<file path="config.mk">
export PLATFORM = sky130hd
export DESIGN_NAME = btn_enable_gen
export DESIGN_NICKNAME = d
export VERILOG_FILES = /design/src/rtl/btn_enable_gen_pkg.sv /design/src/rtl/btn_enable_gen_sync.sv /design/src/rtl/btn_enable_gen.sv
export SDC_FILE = /design/constraint.sdc
export NUM_CORES = 1
export LEC_CHECK = 0
export ABC_AREA = 1
export CAP_MARGIN = 0
export CORE_MARGIN = 2
export CORE_UTILIZATION = 25
export CTS_CLUSTER_SIZE = 25
export DETAILED_ROUTE_END_ITERATION = 10
export PLACE_DENSITY_LB_ADDON = 0.12
export SLEW_MARGIN = 30
export SYNTH_ARGS = -nofsm -noshare
export SYNTH_HDL_FRONTEND = slang
export SYNTH_SLANG_ARGS = --single-unit
</file>
<file path="constraint.sdc">
create_clock -name clk -period 2.48 [get_ports clk]
set_input_delay 0.372 -clock clk [delete_from_list [all_inputs] [get_ports clk]]
set_output_delay 0.372 -clock clk [all_outputs]
set_load 0.05 [all_outputs]
</file>
<file path="src/rtl/btn_enable_gen_pkg.sv">
`default_nettype none
// ============================================================================
//  Module      : btn_enable_gen_pkg
//  Description : Shared definitions for the push-button enable generator:
//                FSM state encoding and a small helper for sizing counters.
//  Revision    : 1.0  initial release
// ============================================================================
package btn_enable_gen_pkg;

  // Button FSM state encoding (2 bits, fixed values so other lab blocks that
  // decode the state for debug LEDs see the same numbering).
  typedef enum logic [1:0] {
    ST_IDLE        = 2'd0,
    ST_DEB_PRESS   = 2'd1,
    ST_HELD        = 2'd2,
    ST_DEB_RELEASE = 2'd3
  } btn_state_t;

  // Larger of two unsigned values; used to size the shared repeat counter.
  function automatic int unsigned max_u(input int unsigned a, input int unsigned b);
    return (a > b) ? a : b;
  endfunction

endpackage : btn_enable_gen_pkg
`default_nettype wire

</file>
<file path="src/rtl/btn_enable_gen_sync.sv">
`default_nettype none
// ============================================================================
//  Module      : sync_2ff
//  Description : Reusable two-flop synchroniser for a single asynchronous
//                level input. Both flops clear on reset.
//  Ports       : clk   - destination clock
//                reset - asynchronous, active-high reset
//                d     - asynchronous level input
//                q     - synchronised level (two clk edges of latency)
//  Revision    : 1.0  initial release
// ============================================================================
module sync_2ff (
  input  logic clk,
  input  logic reset,
  input  logic d,
  output logic q
);

  logic r_meta;
  logic r_sync;

  always_ff @(posedge clk or posedge reset) begin
    if (reset) begin
      r_meta <= 1'b0;
      r_sync <= 1'b0;
    end else begin
      r_meta <= d;
      r_sync <= r_meta;
    end
  end

  assign q = r_sync;

endmodule : sync_2ff
`default_nettype wire

</file>
<file path="src/rtl/btn_enable_gen.sv">
`default_nettype none
// ============================================================================
//  Module      : btn_enable_gen
//  Description : Converts a raw bouncing push-button into clean one-clock
//                enable pulses. The button is synchronised, debounced by a
//                four-state FSM, and produces one pulse per accepted press
//                plus optional auto-repeat while the button stays held.
//  Parameters  : DEBOUNCE_CYCLES - stable cycles needed to accept a change
//                HOLD_CYCLES     - cycles from press pulse to first repeat
//                REPEAT_CYCLES   - cycles between subsequent repeats
//                REPEAT_EN       - 1 enables auto-repeat while held
//  Ports       : clk          - system clock
//                reset        - asynchronous, active-high reset
//                btn_in       - raw button level (asynchronous, active-high)
//                enable_pulse - registered one-clock enable pulse
//                btn_level    - registered debounced button level
//  Revision    : 1.0  initial release
// ============================================================================
module btn_enable_gen
  import btn_enable_gen_pkg::*;
#(
  parameter int unsigned DEBOUNCE_CYCLES = 500000,
  parameter int unsigned HOLD_CYCLES     = 50000000,
  parameter int unsigned REPEAT_CYCLES   = 20000000,
  parameter bit          REPEAT_EN       = 1'b0
) (
  input  logic clk,
  input  logic reset,
  input  logic btn_in,
  output logic enable_pulse,
  output logic btn_level
);

  // --------------------------------------------------------------------------
  // Counter sizing. Each counter only ever reaches its terminal value minus
  // one before being cleared/reloaded, so max+1 states always fit.
  // --------------------------------------------------------------------------
  localparam int unsigned c_DEB_W = (DEBOUNCE_CYCLES > 1) ? $clog2(DEBOUNCE_CYCLES + 1) : 1;
  localparam int unsigned c_RPT_MAX = max_u(HOLD_CYCLES, REPEAT_CYCLES);
  localparam int unsigned c_RPT_W = (c_RPT_MAX > 1) ? $clog2(c_RPT_MAX + 1) : 1;

  localparam logic [c_DEB_W-1:0] c_DEB_LAST    = c_DEB_W'(DEBOUNCE_CYCLES - 1);
  localparam logic [c_RPT_W-1:0] c_HOLD_LAST   = c_RPT_W'(HOLD_CYCLES - 1);
  localparam logic [c_RPT_W-1:0] c_REPEAT_LAST = c_RPT_W'(REPEAT_CYCLES - 1);

  // --------------------------------------------------------------------------
  // Synchroniser
  // --------------------------------------------------------------------------
  logic w_btn_sync;

  sync_2ff u_sync (
    .clk   (clk),
    .reset (reset),
    .d     (btn_in),
    .q     (w_btn_sync)
  );

  // --------------------------------------------------------------------------
  // State and datapath registers
  // --------------------------------------------------------------------------
  btn_state_t          r_state;
  btn_state_t          w_state_nxt;
  logic [c_DEB_W-1:0]  r_deb_cnt;
  logic [c_DEB_W-1:0]  w_deb_cnt_nxt;
  logic [c_RPT_W-1:0]  r_rpt_cnt;
  logic [c_RPT_W-1:0]  w_rpt_cnt_nxt;
  // 0 while waiting for the first repeat (HOLD period), 1 once repeating.
  logic                r_rpt_phase;
  logic                w_rpt_phase_nxt;
  logic                r_pulse;
  logic                w_pulse_nxt;
  logic                r_level;
  logic                w_level_nxt;
  logic [c_RPT_W-1:0]  w_rpt_last;

  always_ff @(posedge clk or posedge reset) begin
    if (reset) begin
      r_state     <= ST_IDLE;
      r_deb_cnt   <= '0;
      r_rpt_cnt   <= '0;
      r_rpt_phase <= 1'b0;
      r_pulse     <= 1'b0;
      r_level     <= 1'b0;
    end else begin
      r_state     <= w_state_nxt;
      r_deb_cnt   <= w_deb_cnt_nxt;
      r_rpt_cnt   <= w_rpt_cnt_nxt;
      r_rpt_phase <= w_rpt_phase_nxt;
      r_pulse     <= w_pulse_nxt;
      r_level     <= w_level_nxt;
    end
  end

  // Terminal count for the repeat timer depends on which phase it is in.
  assign w_rpt_last = r_rpt_phase ? c_REPEAT_LAST : c_HOLD_LAST;

  // --------------------------------------------------------------------------
  // Next-state, counter and output decode
  // --------------------------------------------------------------------------
  always_comb begin
    w_state_nxt     = r_state;
    w_deb_cnt_nxt   = r_deb_cnt;
    w_rpt_cnt_nxt   = r_rpt_cnt;
    w_rpt_phase_nxt = r_rpt_phase;
    w_pulse_nxt     = 1'b0;

    case (r_state)
      ST_IDLE: begin
        if (w_btn_sync) begin
          w_state_nxt   = ST_DEB_PRESS;
          w_deb_cnt_nxt = '0;
        end
      end

      ST_DEB_PRESS: begin
        if (!w_btn_sync) begin
          // Glitch shorter than the debounce window: drop it silently.
          w_state_nxt = ST_IDLE;
        end else if (r_deb_cnt == c_DEB_LAST) begin
          w_state_nxt     = ST_HELD;
          w_pulse_nxt     = 1'b1;
          w_rpt_cnt_nxt   = '0;
          w_rpt_phase_nxt = 1'b0;
        end else begin
          w_deb_cnt_nxt = r_deb_cnt + 1'b1;
        end
      end

      ST_HELD: begin
        if (!w_btn_sync) begin
          w_state_nxt   = ST_DEB_RELEASE;
          w_deb_cnt_nxt = '0;
        end else if (REPEAT_EN) begin
          if (r_rpt_cnt == w_rpt_last) begin
            // Guard keeps pulses separated even with 1-cycle hold/repeat.
            w_pulse_nxt     = !r_pulse;
            w_rpt_cnt_nxt   = '0;
            w_rpt_phase_nxt = 1'b1;
          end else begin
            w_rpt_cnt_nxt = r_rpt_cnt + 1'b1;
          end
        end
      end

      ST_DEB_RELEASE: begin
        if (w_btn_sync) begin
          // Bounce during release: button still held, restart repeat timer.
          w_state_nxt   = ST_HELD;
          w_rpt_cnt_nxt = '0;
        end else if (r_deb_cnt == c_DEB_LAST) begin
          w_state_nxt = ST_IDLE;
        end else begin
          w_deb_cnt_nxt = r_deb_cnt + 1'b1;
        end
      end

      default: begin
        w_state_nxt = ST_IDLE;
      end
    endcase

    // Debounced level is registered from the next state so it rises and
    // falls on the same edge the FSM accepts the change.
    w_level_nxt = (w_state_nxt == ST_HELD) || (w_state_nxt == ST_DEB_RELEASE);
  end

  assign enable_pulse = r_pulse;
  assign btn_level    = r_level;

endmodule : btn_enable_gen
`default_nettype wire

</file>
==> results by group <==
Route
  • Routed wire length: 3.26 mm
  • Top sig layer: met4
  • Drt wl/cell: 11.2 um
  • Detailed Route Iter0 Violations: 44
  • DRC viols: 0
  • Met1 wire length: 1.69 mm
  • Post-route ant nets: 0
  • Detailed-router iteration count before antenna repair: 4
  • Wire length on met3: approximately 57 um
  • Routed length on met2: 1.47 mm
  • Vias per cell: 4.31
  • Vias post-DR: 1,249

Worst hold path
  • Hold EP: u_sync.q
  • Hold_sp: u_sync.r_meta
  • Hold path cells: 0
  • Hold Crit Class: register to register

Floorplan
  • Die area: 6680 um^2
  • Die Ht: 81.7 um
  • I/O Pins: 5
  • Initial core utilization: 0.257
  • Row cnt: 28
  • Area of the core: 5890 um^2
  • Die width: 81.7 um

Clock network
  • Postcts setup bufs: 0
  • H-tree depth: 1
  • Hold-fix buffers, CTS: 0
  • Clk slew on worst S/H paths: around 0.090 ns
  • CTS buffer count: 3
  • Clk Latency, worst-skew pair: ~0.27 ns
  • Clk root buf: clkbuf_8
  • CTS max path bufs: 2
  • TritonCTS clock tree: built
  • Num Clock Sinks: 24
  • Post-CTS Resized: 0

Yosys
  • Yosys cell types: 29
  • Area of the mapped netlist: 1510 um^2
  • Mapped Cells: 209
  • Sequential share of the synthesized area: 0.398
  • #FFs+latches synth: 24
  • Syn Nets: 213
  • Syn_area_per_cell: around 7.2 um^2
  • Yosys warnings: 0

Global route
  • Pin count of the biggest net entering global routing: 26
  • First-pass GRT wire length: around 5.8 mm
  • Vias in the first global route: 1,209
  • GRT overflow: 0
  • Initial antenna violation count: 0
  • Total track usage: 0.116

Layout
  • Commonest non-fill, non-tap cell in the layout: nand2_1
  • Commonest non-fill, non-tap cells in the layout: 69 x nand2_1, 30 x nor2_1, 24 x dfrtp_1, 16 x inv_1, 16 x nand3_1
  • Non-Filler Instances: 290
  • Inserted Diodes: 0
  • Fillers: between 600 and 700
  • Synth-to-Final Area Change: 10.8%
  • FF+latch area: 601 um^2
  • Design Area, Final: ~1700 um^2
  • Layout cell share with drive strength beyond 1: 0.116
  • Area occupied by multi-input gates: 791 um^2
  • Nets: 220

Timing
  • Sum Neg Setup Slack: 0 ns
  • Hold Slack: between 0.3 and 0.4 ns
  • Final Hold Viols: 0
  • Worst Max-Slew Pin Slew: 0.490 ns
  • Finish-stage setup viols: 0
  • Crit share post-route: 0.754
  • Pins over their slew limit: 0
  • Worst slew margin: 0.672
  • RSZ-0062 raised after global routing: false
  • Min cycle time layout: 1.87 ns
  • Clk_skew: 0.00616 ns
  • FMAX: between 500 and 600 MHz

Pwr
  • LEAKAGE: 0.694 nW
  • PwrDens: between 400 and 500 nW/um^2
  • Power after layout: 0.733 mW
  • Maximum VDD drop: 0.166 mV

Critical path
  • R2r setup slk: 0.71 ns
  • Worst EP required: 2.11 ns
  • CP delay by family, top: buffers and inverters
  • R2R Path End: r_deb_cnt[3]
  • Setup crit start kind: register
  • WP buf/inv: 1
  • Max stage delay on crit path: 0.82 ns
  • Crit Path Max Fanout: 4
  • CP Cell Sequence: clkdlybuf4s50_1
  • Worst reg-to-reg path cell count: 10
  • CP Class: register to output pin
  • Slowest CP cell: clkdlybuf4s50_1
  • Reg-to-reg critical path startpoint: r_deb_cnt[0]
  • Crit path from: btn_level
  • Setup crit end kind: output pin
  • WP data arrival: 1.50 ns

Placement
  • Dpl cells: 286
  • IO Port Bufs: 4
  • Final GP Congestion: 0.797
  • DP Area: 1620 um^2
  • DP Wirelength: ~2.5 mm

Run status
  • Status: finished clean

Job
  • Max-cap violation count: 0
==> kinds of logic after synthesis <==
| family | Yosys count | share of synthesized area |
|---|---|---|
| and+or+nand+nor | 135 | 0.400 |
| buffers and inverters | 24 | 0.0787 |
| DFF | 24 | 0.398 |
| AOI/OAI and AO/OA | 17 | 0.0688 |
| xor gates and xnor gates | 8 | 0.0464 |
| adders and majority gates | 1 | 0.00828 |
==> power by group <==
| part | switching [mW] | internal (mW) |
|---|---|---|
| Clock | 0.135 | 0.142 |
| Combinational | 0.0335 | 0.0146 |
| Sequential | 0.00837 | 0.399 |
| Total | 0.177 | 0.556 |
==> sequential cells by signal, summed over array words and instances (netlist names) <==
register / count
r_state: 1
enable_pulse: 1
u_sync.q: 1
u_sync.r_meta: 1
r_deb_cnt: 19
btn_level: 1
==> per-stage QoR <==
stage / util / worst slack (ns)
2_1_floorplan: - / 0.951
5_1_grt: 0.284 / 0.497
3_3_place_gp: 0.275 / 0.739
6_report: 0.284 / 0.609
3_5_place_dp: 0.275 / 0.696
4_1_cts: 0.284 / 0.587
==> layout make-up <==
type / count / area share
Clock buffer: 4 / 0.0329
Inverter: 20 / 0.0464
Multi-Input combinational cell: 161 / 0.473
Sequential cell: 24 / 0.359
Tap cell: 75 / 0.0561
Timing Repair Buffer: 6 / 0.0329
==> metal layers <==
layer | global-route usage | up-vias
met4 | 0.0500 | 0
met1 | 0.160 | 562
met2 | 0.179 | 10
li1 | - | 675
met5 | 0 | -
met3 | 0.0165 | 2
==> worst max path at each step <==
stage,endpoint,cells after the start,slack (ns)
global placement,r_deb_cnt[5],10,0.74
CTS,btn_level,1,0.59
finish,btn_level,1,0.61
detailed placement,r_deb_cnt[3],10,0.70
floorplan,r_deb_cnt[13],5,0.95
global route,r_deb_cnt[9],10,0.50
==> synth_stat cells, drive strengths merged <==
master,number,area [um^2]
dfrtp,24,601
xnor2,2,17.5
nand3b,1,7.51
ha,1,12.5
and2,1,6.26
nand2,73,289
or2,1,6.26
nand3,18,108
xor2,6,52.6
o21bai,3,22.5
o21ai,13,76.3
nor2,34,143
buf,4,41.3
inv,20,77.6
nand4,4,25.0
a21oi,1,5.00
nor3,3,20.0
No activity file was read; power rests on OpenSTA's default activity.
